File: src/rtl/sr_pkg.sv
// Shared types and constants for the SR latch driver.
package sr_pkg;

  typedef enum logic [2:0] {
    ST_IDLE,
    ST_SETUP,
    ST_PULSE,
    ST_HOLD,
    ST_CHECK
  } state_t;

  localparam logic OP_SET   = 1'b1;
  localparam logic OP_RESET = 1'b0;

  localparam int TIMER_W = 4;

endpackage

File: src/rtl/sr_pulse_timer.sv
// Loadable down-counter that times the SETUP and PULSE phases of the latch driver.
module sr_pulse_timer
  import sr_pkg::*;
(
  input  logic               clk,
  input  logic               rst,
  input  logic               load,
  input  logic [TIMER_W-1:0] load_val,
  output logic               zero
);

  logic [TIMER_W-1:0] count;

  // A load of N gives N+1 cycles before zero is seen, so callers load duration-1.
  always_ff @(posedge clk) begin
    if (rst) begin
      count <= '0;
    end else if (load) begin
      count <= load_val;
    end else if (count != '0) begin
      count <= count - 1'b1;
    end
  end

  assign zero = (count == '0);

endmodule

File: src/rtl/sr_latch_driver.sv
// Drives an external enabled SR latch through setup, enable pulse and hold, then reads it back.
// Define SR_READBACK_CHECK_EN to compare lat_q/lat_qn against the written value and retry on mismatch.
module sr_latch_driver
  import sr_pkg::*;
#(
  parameter int SETUP_CYC = 2,
  parameter int PULSE_CYC = 3,
  parameter int MAX_RETRY = 1
) (
  input  logic clk,
  input  logic rst,
  input  logic req_valid,
  input  logic req_op,
  output logic req_ready,
  output logic lat_s,
  output logic lat_r,
  output logic lat_en,
  input  logic lat_q,
  input  logic lat_qn,
  output logic done,
  output logic err
);

  localparam logic [TIMER_W-1:0] SETUP_LOAD = TIMER_W'(SETUP_CYC - 1);
  localparam logic [TIMER_W-1:0] PULSE_LOAD = TIMER_W'(PULSE_CYC - 1);

  state_t state, state_n;
  logic   op, op_n;
  logic   s_n, r_n, en_n, done_n;
  logic   load;
  logic [TIMER_W-1:0] load_val;
  logic   zero;

  sr_pulse_timer u_timer (
    .clk      (clk),
    .rst      (rst),
    .load     (load),
    .load_val (load_val),
    .zero     (zero)
  );

`ifdef SR_READBACK_CHECK_EN
  localparam logic [2:0] RETRY_MAX = 3'(MAX_RETRY);

  logic [2:0] retry, retry_n;
  logic       err_n;
  logic       readback_ok;

  // The forbidden Q == QN state can never match either expected pair.
  assign readback_ok = (op == OP_SET) ? (lat_q & ~lat_qn) : (~lat_q & lat_qn);

  always_ff @(posedge clk) begin
    if (rst) begin
      retry <= '0;
      err   <= 1'b0;
    end else begin
      retry <= retry_n;
      err   <= err_n;
    end
  end
`else
  localparam int unused_max_retry = MAX_RETRY;
  logic unused_readback;

  assign unused_readback = lat_q ^ lat_qn;
  assign err = 1'b0;
`endif

  assign req_ready = (state == ST_IDLE);

  // Outputs are decoded from the next state so they change on the same edge as the FSM.
  always_comb begin
    state_n  = state;
    op_n     = op;
    load     = 1'b0;
    load_val = '0;
    s_n      = 1'b0;
    r_n      = 1'b0;
    en_n     = 1'b0;
    done_n   = 1'b0;
`ifdef SR_READBACK_CHECK_EN
    retry_n  = retry;
    err_n    = 1'b0;
`endif

    case (state)
      ST_IDLE: begin
        if (req_valid) begin
          state_n  = ST_SETUP;
          op_n     = req_op;
          load     = 1'b1;
          load_val = SETUP_LOAD;
        end
      end
      ST_SETUP: begin
        if (zero) begin
          state_n  = ST_PULSE;
          load     = 1'b1;
          load_val = PULSE_LOAD;
        end
      end
      ST_PULSE: begin
        if (zero) begin
          state_n = ST_HOLD;
        end
      end
      ST_HOLD: begin
        state_n = ST_CHECK;
`ifdef SR_READBACK_CHECK_EN
        // The verdict is registered so done/err line up with the CHECK cycle.
        if (readback_ok) begin
          done_n  = 1'b1;
          retry_n = '0;
        end else if (retry < RETRY_MAX) begin
          retry_n = retry + 3'd1;
        end else begin
          done_n  = 1'b1;
          err_n   = 1'b1;
          retry_n = '0;
        end
`else
        done_n = 1'b1;
`endif
      end
      ST_CHECK: begin
        if (done) begin
          state_n = ST_IDLE;
        end else begin
          state_n  = ST_SETUP;
          load     = 1'b1;
          load_val = SETUP_LOAD;
        end
      end
      default: begin
        state_n = ST_IDLE;
      end
    endcase

    if (state_n inside {ST_SETUP, ST_PULSE, ST_HOLD}) begin
      s_n = op_n;
      r_n = ~op_n;
    end
    en_n = (state_n == ST_PULSE);
  end

  always_ff @(posedge clk) begin
    if (rst) begin
      state  <= ST_IDLE;
      op     <= OP_RESET;
      lat_s  <= 1'b0;
      lat_r  <= 1'b0;
      lat_en <= 1'b0;
      done   <= 1'b0;
    end else begin
      state  <= state_n;
      op     <= op_n;
      lat_s  <= s_n;
      lat_r  <= r_n;
      lat_en <= en_n;
      done   <= done_n;
    end
  end

endmodule

File: config.mk
export PLATFORM = sky130hd
export DESIGN_NAME = sr_latch_driver
export DESIGN_NICKNAME = d
export VERILOG_FILES = /design/src/rtl/sr_pkg.sv /design/src/rtl/sr_pulse_timer.sv /design/src/rtl/sr_latch_driver.sv
export SDC_FILE = /design/constraint.sdc
export NUM_CORES = 1
export LEC_CHECK = 0
export CORE_MARGIN = 3
export CORE_UTILIZATION = 30
export CTS_CLUSTER_DIAMETER = 120
export DETAILED_ROUTE_END_ITERATION = 12
export GPL_ROUTABILITY_DRIVEN = 0
export SLEW_MARGIN = 20
export SYNTH_ARGS = -nofsm -noshare
export SYNTH_HDL_FRONTEND = slang
export SYNTH_SLANG_ARGS = --single-unit
File: constraint.sdc
create_clock -name clk -period 4 [get_ports clk]
set_input_delay 0.8 -clock clk [delete_from_list [all_inputs] [get_ports clk]]
set_output_delay 0.8 -clock clk [all_outputs]
set_load 0.01 [all_outputs]
==> flow_summary_export.csv <==
group,metric,value,unit
floorplanning,start_util,32.6,%
grt,grt.overflow.total,0,
power_and_ir_drop,power.share.switching,34.9,%
sta,max_freq,445,MHz
critical_path,critPathTopFamily,"buffers and inverters",
sta,final_hold_viol_count,0,
sta,min_period,2250,ps
hold_path,hold_path_class,"register to register",
critical_path,r2r_end,"u_timer.count[1]",
detailed_routing,via_per_inst,4.53,
cells_and_area,layout-area-overhead-vs-synth,20.0,%
power_and_ir_drop,p_sw,0.156,mW
critical_path,end_kind,"output port",
detailed_routing,drc,0,
critical_path,cp_cell_sequence,"nor3_4, clkdlybuf4s50_1",
yosys,synth.area.top_cells,"dfxtp_1 (42%), nor2_1 (5.2%), mux2_2 (3.9%), nor3b_4 (3.3%), nor3_4 (2.8%)",
outcome,outcome,"finished, final reports clean",
clock_tree,clock_latency,270,ps
power_and_ir_drop,internal_power,0.291,mW
power_and_ir_drop,p_per_area,649,nW/um2
sta,skew,3.83,ps
cells_and_area,utilization,39.1,%
cells_and_area,nets,81,
detailed_routing,highest_layer,"met4",
critical_path,critPathRequiredTime,3200,ps
cells_and_area,drive_gt1_share,11.1,%
detailed_routing,vias,439,
yosys,ys_types,29,
yosys,syn_nets,70,
sta,min_period_over_period,56.2,%
yosys,synth-seq-cells,12,
sta,rsz0062_at_grt,"no",
detailed_routing,drt_first_iter_violations,2,
detailed_routing,route.met2.wl,433,um
detailed_routing,routedWlPerCell,10.3,um
detailed_routing,met3_length,51,um
yosys,syn_inst,63,
critical_path,cp_slowest_cell,"clkdlybuf4s50_1",
floorplanning,die_height,49.8,um
floorplanning,die-area,2480,um2
yosys,synth_top_area_cell,"dfxtp_1",
yosys,yosysSeqAreaShare,41.8,%
clock_tree,cts_sinks,12,
clock_tree,cts_buffer_depth,2,
grt,grt_max_degree,11,
grt,gr-usage-all-layers,9.85,%
yosys,yosysWarnings,0,
cells_and_area,multiInputGateArea,300,um2
clock_tree,htree_levels,1,
grt,grt_antenna_before_repair,0,
grt,grt_pass1_vias,436,
clock_tree,cts_tree,"built",
cells_and_area,seq_area,240,um2
critical_path,r2r_cells,5,
hold_path,hold_end,"op",
clock_tree,cts_resized,0,
flow_run,cap_violations,0,
placed_design,io_buffers,8,
sta,tns,0,ps
yosys,synth_top_cell_area_share,41.8,%
critical_path,r2r-start,"u_timer.count[0]",
placed_design,dp_hpwl,721,um
detailed_routing,ant_nets,0,
floorplanning,ios,12,
critical_path,cp_max_fo,9,
clock_tree,path_clk_slew,60,ps
clock_tree,ctsHoldBuffers,0,
floorplanning,rows,15,
yosys,netlist_area,574,um2
power_and_ir_drop,p_leak,0.272,nW
cells_and_area,n_fill_cell,197,
critical_path,slowest_delay,560,ps
power_and_ir_drop,clkPwrFrac,15.6,%
clock_tree,cts_root_buf,"clkbuf_4",
hold_path,holdPathStages,2,
detailed_routing,routed_wl,1000,um
hold_path,hp-start,"op",
floorplanning,die_x,49.8,um
yosys,synth.avg_cell_area,9.12,um2
critical_path,reg2reg_slack,2490,ps
sta,setup_violations,0,
floorplanning,core_area,1760,um2
sta,report.final.slew_viol_count,0,
clock_tree,numCtsBuffers,3,
detailed_routing,met1_length,500,um
critical_path,cp-start-kind,"register",
power_and_ir_drop,peakVddDrop,0.000283,V
clock_tree,cts_setup_buffers,0,
critical_path,cp_data_arrival_time,1450,ps
grt,grt_pass1_wl,1820,um
power_and_ir_drop,seq_power_share,40.5,%
cells_and_area,diodes,0,
detailed_routing,drtPass1Iterations,2,
critical_path,worstSetupPathType,"register to output port",
critical_path,critPathBufInv,1,
power_and_ir_drop,combPwrFrac,43.9,%
==> kinds of logic (layout without fill, tap and decap cells) <==
family          count (synthesis)  after routing  share of synthesized area, %
mux                             3              3                          5.66
buf+inv                         6             15                          5.88
fa+ha+maj                       1              1                          2.18
compound gates                 13             13                          14.4
flops                          12             12                          41.8
other cells                     1              1                         0.653
simple gates                   27             27                          29.4
==> final cells by class <==
type                            instances  area share (%)
Timing Repair Buffer                    8            11.6
Clock buffer                            3            3.27
Sequential cell                        12            34.8
Tap cell                               25            4.54
Inverter                                4            2.18
Multi-Input combinational cell         45            43.6
==> power groups by stage <==
stage          clock, mW  combinational [mW]  sequential (mW)
6_report          0.0699               0.197            0.181
5_1_grt           0.0799               0.223            0.189
4_1_cts           0.0742               0.199            0.181
3_5_place_dp           0               0.197            0.184
3_3_place_gp           0               0.193            0.183
2_1_floorplan          0               0.158            0.174
==> cells in the mapped netlist <==
master	number
nand4b_1	1
nor2_1	8
o31ai_1	1
buf_4	1
a21boi_0	1
o21ai_1	3
nor2b_1	2
mux2_2	2
a31oi_1	1
ha_1	1
nor3b_4	1
nor3_4	1
nand3b_1	1
nand2_1	3
nor3_1	1
a21boi_2	1
a21oi_1	3
or3_1	1
and3_1	2
conb_1	1
mux2i_1	1
a32o_1	1
o21ai_0	2
dfxtp_1	12
buf_6	1
inv_1	4
and2b_1	2
nand2b_1	2
and2_1	2
==> worst reg2reg max path, cell delays in order, from the launching register on <==
cell	delay [ps]
dfxtp_1	340
inv_1	60
ha_1	200
nor3b_4	370
mux2_2	380
o21ai_1	100
==> flip-flops by register name, summed over array words and instances, names as in the netlist <==
signal	cells
lat_r	1
lat_s	1
u_timer.count	4
lat_en	1
state	3
done	1
op	1
==> routing by layer <==
metal / vias to the layer above / track usage (%)
li1: 234 / -
met1: 195 / 11.7
met4: 0 / 4.15
met5: - / 0
met3: 2 / 5.44
met2: 8 / 14.5
==> how the worst max path moves through the flow <==
stage | from | end | slack (ps) | depth (start not counted)
floorplan | state[0] | req_ready | 2590 | 2
global placement | state[0] | req_ready | 2030 | 2
detailed placement | state[0] | req_ready | 2030 | 2
CTS | state[0] | req_ready | 1730 | 2
global route | state[0] | req_ready | 1650 | 2
finish | state[1] | req_ready | 1750 | 2
==> placed cells by master, fill, tap and decap left out <==
master | synthesis | routed
ha_1 | 1 | 1
nor2b_1 | 2 | 2
conb_1 | 1 | 1
mux2_2 | 2 | 2
clkdlybuf4s50_1 | 0 | 8
a21boi_2 | 1 | 1
and2_1 | 2 | 2
and3_1 | 2 | 2
inv_1 | 4 | 4
a31oi_1 | 1 | 1
nand4b_1 | 1 | 1
o31ai_1 | 1 | 1
nor3_4 | 1 | 1
nand2b_1 | 2 | 2
nor3b_4 | 1 | 1
nand2_1 | 3 | 3
nor2_1 | 8 | 8
o21ai_1 | 3 | 3
and2b_1 | 2 | 2
or3_1 | 1 | 1
nand3b_1 | 1 | 1
clkbuf_4 | 0 | 3
a21boi_0 | 1 | 1
o21ai_0 | 2 | 2
a32o_1 | 1 | 1
nor3_1 | 1 | 1
dfxtp_1 | 12 | 12
mux2i_1 | 1 | 1
a21oi_1 | 3 | 3
==> metrics by stage <==
| step | cells | hold WS (ps) | worst slack (ps) | power [mW] | area (um2) |
|---|---|---|---|---|---|
| floorplan | 63 | 474 | 2590 | 0.332 | 574 |
| global route | 97 | 603 | 1650 | 0.491 | 689 |
| CTS | 97 | 543 | 1730 | 0.454 | 689 |
| global placement | 94 | 511 | 2030 | 0.377 | 667 |
| detailed placement | 94 | 527 | 2030 | 0.381 | 667 |
| finish | 97 | 529 | 1750 | 0.448 | 689 |
No activity file was read; power rests on OpenSTA's default activity.
